### src/rtl/mem_pkg.sv
// Shared encodings for the load/store front end: access sizes, FSM states and
// the latched request record, plus the alignment rule used by the top.
package mem_pkg;

    localparam logic [1:0] SZ_BYTE = 2'b00;
    localparam logic [1:0] SZ_HALF = 2'b01;
    localparam logic [1:0] SZ_WORD = 2'b10;

    localparam logic [2:0] ST_IDLE  = 3'd0;
    localparam logic [2:0] ST_RD    = 3'd1;
    localparam logic [2:0] ST_LATCH = 3'd2;
    localparam logic [2:0] ST_WR    = 3'd3;
    localparam logic [2:0] ST_RESP  = 3'd4;

    typedef struct packed {
        logic        we;
        logic [1:0]  size;
        logic        sgn;
        logic [31:0] addr;
        logic [31:0] wdata;
    } mem_req_t;

    // Size 2'b11 falls into the word case on purpose.
    function automatic logic misaligned(input logic [1:0] size, input logic [1:0] lane);
        case (size)
            SZ_BYTE: return 1'b0;
            SZ_HALF: return lane[0];
            default: return lane != 2'b00;
        endcase
    endfunction

    function automatic logic is_subword(input logic [1:0] size);
        return (size == SZ_BYTE) || (size == SZ_HALF);
    endfunction

endpackage

### src/rtl/subword_lane.sv
// Combinational lane logic: pulls a byte/half out of a RAM word with sign or
// zero extension, and merges store data into the addressed lane of a word.
module subword_lane
    import mem_pkg::*;
(
    input  logic [31:0] word,
    input  logic [31:0] wdata,
    input  logic [1:0]  lane,
    input  logic [1:0]  size,
    input  logic        sgn,
    output logic [31:0] rdata,
    output logic [31:0] merged
);

    logic [7:0]         byte_sel;
    logic [15:0]        half_sel;
    logic signed [7:0]  byte_s;
    logic signed [15:0] half_s;

    always_comb begin
        byte_sel = word[{lane, 3'b000} +: 8];
        half_sel = lane[1] ? word[31:16] : word[15:0];
        byte_s   = signed'(byte_sel);
        half_s   = signed'(half_sel);

        case (size)
            SZ_BYTE: rdata = sgn ? 32'(byte_s) : {24'h0, byte_sel};
            SZ_HALF: rdata = sgn ? 32'(half_s) : {16'h0, half_sel};
            default: rdata = word;
        endcase

        // Untouched lanes keep the value just read from the RAM.
        merged = word;
        case (size)
            SZ_BYTE: merged[{lane, 3'b000} +: 8] = wdata[7:0];
            SZ_HALF: begin
                if (lane[1]) merged[31:16] = wdata[15:0];
                else         merged[15:0]  = wdata[15:0];
            end
            default: merged = wdata;
        endcase
    end

endmodule

### src/rtl/mem_access_unit.sv
// Load/store front end: turns one byte/half/word CPU access into aligned
// word cycles on the syncram, with read-modify-write for sub-word stores.
module mem_access_unit
    import mem_pkg::*;
#(
    parameter int ALIGN_CHECK = 1,
    parameter int BUS_W       = 32
) (
    input  logic             clk,
    input  logic             rst_n,
    input  logic             req_valid,
    output logic             req_ready,
    input  logic             req_we,
    input  logic [1:0]       req_size,
    input  logic             req_signed,
    input  logic [BUS_W-1:0] req_addr,
    input  logic [BUS_W-1:0] req_wdata,
    output logic             resp_valid,
    output logic [BUS_W-1:0] resp_rdata,
    output logic             resp_err,
    output logic             ram_cs,
    output logic             ram_oe,
    output logic             ram_we,
    output logic [BUS_W-1:0] ram_addr,
    output logic [BUS_W-1:0] ram_din,
    input  logic [BUS_W-1:0] ram_dout
);

    logic [2:0]       state;
    mem_req_t         req_q;
    logic [BUS_W-1:0] wbuf;
    logic [31:0]      lane_rdata;
    logic [31:0]      lane_merged;
    logic             req_mis;
    logic             q_mis;

    assign req_mis = (ALIGN_CHECK != 0) && misaligned(req_size, req_addr[1:0]);
    assign q_mis   = (ALIGN_CHECK != 0) && misaligned(req_q.size, req_q.addr[1:0]);

    // Strobes decode from state alone so the RAM is never touched outside RD/WR.
    assign req_ready = (state == ST_IDLE);
    assign ram_cs    = (state == ST_RD) || (state == ST_WR);
    assign ram_oe    = (state == ST_RD);
    assign ram_we    = (state == ST_WR);
    assign ram_addr  = {req_q.addr[31:2], 2'b00};
    assign ram_din   = wbuf;

    subword_lane u_lane (
        .word   (ram_dout),
        .wdata  (req_q.wdata),
        .lane   (req_q.addr[1:0]),
        .size   (req_q.size),
        .sgn    (req_q.sgn),
        .rdata  (lane_rdata),
        .merged (lane_merged)
    );

    always_ff @(posedge clk or negedge rst_n) begin
        if (!rst_n) begin
            state      <= ST_IDLE;
            req_q      <= '0;
            wbuf       <= '0;
            resp_valid <= 1'b0;
            resp_rdata <= '0;
            resp_err   <= 1'b0;
        end else begin
            resp_valid <= 1'b0;
            case (state)
                ST_IDLE: begin
                    if (req_valid) begin
                        req_q <= '{we: req_we, size: req_size, sgn: req_signed,
                                   addr: req_addr, wdata: req_wdata};
                        wbuf  <= req_wdata;
                        if (req_mis)                              state <= ST_RESP;
                        else if (!req_we || is_subword(req_size)) state <= ST_RD;
                        else                                      state <= ST_WR;
                    end
                end
                ST_RD:    state <= ST_LATCH;
                // wbuf carries either the merged store word or the extracted load data.
                ST_LATCH: begin
                    wbuf  <= req_q.we ? lane_merged : lane_rdata;
                    state <= req_q.we ? ST_WR : ST_RESP;
                end
                ST_WR:    state <= ST_RESP;
                ST_RESP: begin
                    resp_valid <= 1'b1;
                    resp_err   <= q_mis;
                    resp_rdata <= (q_mis || req_q.we) ? '0 : wbuf;
                    state      <= ST_IDLE;
                end
                default:  state <= ST_IDLE;
            endcase
        end
    end

endmodule

### config.mk
export PLATFORM = sky130hd
export DESIGN_NAME = mem_access_unit
export DESIGN_NICKNAME = d
export VERILOG_FILES = /design/src/rtl/mem_pkg.sv /design/src/rtl/subword_lane.sv /design/src/rtl/mem_access_unit.sv
export SDC_FILE = /design/constraint.sdc
export NUM_CORES = 1
export LEC_CHECK = 0
export CAP_MARGIN = 20
export CORE_ASPECT_RATIO = 1.1
export CORE_MARGIN = 2
export CORE_UTILIZATION = 28
export CTS_CLUSTER_SIZE = 20
export DETAILED_ROUTE_END_ITERATION = 12
export DONT_BUFFER_PORTS = 1
export PLACE_DENSITY = 0.46
export SLEW_MARGIN = 20
export SYNTH_ARGS = -nofsm -noshare
export SYNTH_HDL_FRONTEND = slang
export SYNTH_HIERARCHICAL = 1
export SYNTH_SLANG_ARGS = --single-unit
### constraint.sdc
create_clock -name clk -period 2.15 [get_ports clk]
set_input_delay 0.3225 -clock clk [delete_from_list [all_inputs] [get_ports clk]]
set_output_delay 0.3225 -clock clk [all_outputs]
set_load 0.05 [all_outputs]
==> flow_summary.toml <==
[outcome]
status = "complete, but fails checks"
violations = "negative hold slack"

[synthesis]
ys_types = 52
synth_seq_cells = 137
synth_edf_count = 0
yosysWarnings = 6
netlist_area_um2 = 7530
async_flop_share = 1.00
ys_seq_area_frac = 0.455
syn_inst = 871
synth_flop_cell = "dfrtp_1"
syn-mean-instance-area_um2 = 8.64

[grt]
grt_pass1_wl_mm = 40.2
grt_pass1_vias = 6454
grt_overflow_total = 0
gr-usage-all-layers = 0.188
antenna_found_initial = 0
grt_start_max_net_pins = 138

[timing]
whs_ns = -0.410
setup_viol = 0
slew_violations = 0
relSlewSlack = 0.577
rsz0062_at_grt = "true"
fin_ws_ns = 0.0965
fmax_mhz = 487
worst-slew-pin-transition_ns = 0.634
final_hold_viol_count = 137
fin_crit_ns = 2.05
fin_crit_sh = 0.955
fin_skew_ns = 0.0183

[power_and_ir_drop]
power_density_nw_per_um2 = 2070
leakage_uw = 0.00402
finalPower_uw = 18500
ir_drop_v = 0.000698

[worst_setup_path]
cp_max_fo = 11
crit_type = "reg -> reg"
end_kind = "flop"
critPathLaunchType = "flop"
crit_required_ns = 2.49
arrival_ns = 2.39
r2r_slack_ns = 0.1

[routing]
drc = 0
ant_nets = 0
vias = 6271
dr.pass1.iters = 5
wl_per_cell_um = 20.9
drt_iter0_markers = 523
routed_wl_mm = 26.1
via_per_inst = 5.03

[floorplan]
fp-row-count = 62
die_x_um = 160
core_area_um2 = 26300
die_h_um = 176
pin_count = 205
start_util = 0.286
dieArea_um2 = 28200

[cells_and_area]
drive_gt1_frac = 0.136
final_area_um2 = 8930
area_growth_pct = 18.7
stdcell_count = 1247
diodes = 0
nets = 990
finalCoreUtilization = 0.340

[placed_design]
placed_cell_area_um2 = 7900
portBuffers = 0
dp_worst_setup_slack_ns = -0.0105
dp_cells = 1179
gp_congestion = 0.930
dp_hpwl_mm = 18.6

[clock_network]
cts_tree = "built"
cts_root_buf = "clkbuf_16"
holdBufCountCts = 33
cts.path.max_buffers = 2
htree_levels = 4
clkTransAtPathRegs_ns = 0.07
clkSinkCount = 137
clock_latency_ns = 0.43
cts_buffers = 17

[min_path]
hold_path.class = "in -> async"

[job]
timing.max_cap.violations = 0
[path summary, 6_finish.rpt]
check                            start              to  cells past startpoint
setup / recovery             req_q[33]     ram_din[19]                      8
hold / removal                   rst_n  resp_rdata[23]                      0
setup reg to reg             req_q[33]     ram_din[19]                      8
hold reg to reg              req_q[20]       req_q[20]                      2
max in group asynchronous        rst_n       req_q[33]                      0
min in group clk           req_addr[0]       req_q[32]                      2
[power by group]
group	internal, uW	switching, uW	leakage, uW
clock network	1890	1200	0.000285
logic	3070	4400	0.00201
registers	3760	4150	0.00172
[Yosys cell counts, types with 2 or more instances]
cell type,instances,area [um2]
inv_1,13,48.8
dfrtp_1,137,3430
a22oi_1,5,37.5
a211oi_1,2,15.0
a2bb2oi_1,7,61.3
nor2b_1,6,37.5
a222oi_1,7,70.1
nor2_1,9,33.8
buf_6,8,90.1
buf_1,2,7.51
mux2i_1,38,380
a22o_1,10,87.6
or3b_1,2,17.5
ha_1,5,62.6
nand2b_1,5,31.3
a221oi_1,7,61.3
clkbuf_1,15,56.3
a221o_1,16,160
a21oi_2,10,87.6
mux2_2,8,90.1
buf_4,35,263
o21ai_1,27,135
buf_2,30,150
nor3_1,4,20.0
a21oi_1,14,70.1
and2_1,2,12.5
nand2_1,333,1250
o211ai_1,32,240
nand3_1,32,160
a211oi_2,2,25.0
o21ai_0,27,135
[cell type report]
cell class                      count  area, um2
Timing Repair Buffer               81        831
Tap cell                          352        440
Clock buffer                       19        453
Fill cell                        2730      17400
Multi-Input combinational cell    631       3560
Inverter                           14       53.8
Clock inverter                     13        166
Sequential cell                   137       3430
[layout by cell type, fill, tap and decap left out, types with 13 or more instances in the layout]
cell type	n
o21ai_0	26
o21ai_1	27
a221o_1	16
clkbuf_16	17
dfrtp_1	135
mux2i_1	37
nand2_1	333
buf_4	36
a21oi_1	13
dlygate4sd3_1	33
o211ai_1	32
nand3_1	32
[cells by family after synthesis]
family	count (synthesis)	share of synthesized area
AO/OA/AOI/OAI	173	0.166
adder cells (fa/ha/maj)	5	0.00831
buffers and inverters	104	0.0824
flip-flops	137	0.455
multiplexers	46	0.0625
other	1	0.000498
AND/OR/NAND/NOR	405	0.225
[flip-flops by register name, indices dropped and copies added (netlist names)]
register,flops
req_q,38
resp_err,1
resp_valid,1
ram_addr,30
resp_rdata,32
state,3
ram_din,32
[layer usage]
| metal | vias up | share of wire | GRT usage |
|---|---|---|---|
| met5 | - | 0 | 0 |
| met4 | 0 | 0.018 | 0.0563 |
| met1 | 3081 | 0.42 | 0.237 |
| met3 | 21 | 0.069 | 0.0540 |
| li1 | 2974 | - | - |
| met2 | 195 | 0.49 | 0.313 |
[stage by stage]
stage | setup TNS (ns) | hold WS [ns]
floorplan | -0.0335 | 0.0269
global placement | -0.00964 | 0.0316
detailed placement | -0.0136 | 0.0321
CTS | 0 | -0.433
global route | -0.0558 | -0.435
finish | 0 | -0.410
[worst max-delay path, cell delays in order, from the launching register on]
cell,delay [ns]
dfrtp_2,0.45
buf_6,0.17
mux2i_4,0.19
o32a_1,0.41
o211a_4,0.19
buf_4,0.15
a21oi_1,0.11
mux2i_1,0.11
o211ai_1,0.17
[what timing repair did]
action / in CTS / in global routing
pin swaps: 0 / 1
hold endpoints to repair: 170 / 137
buffers inserted: 1 / 1
endpoints found under the setup margin: 8 / 31
resized for setup: 2 / 10
Note: power is estimated with default switching activity, not from simulation.
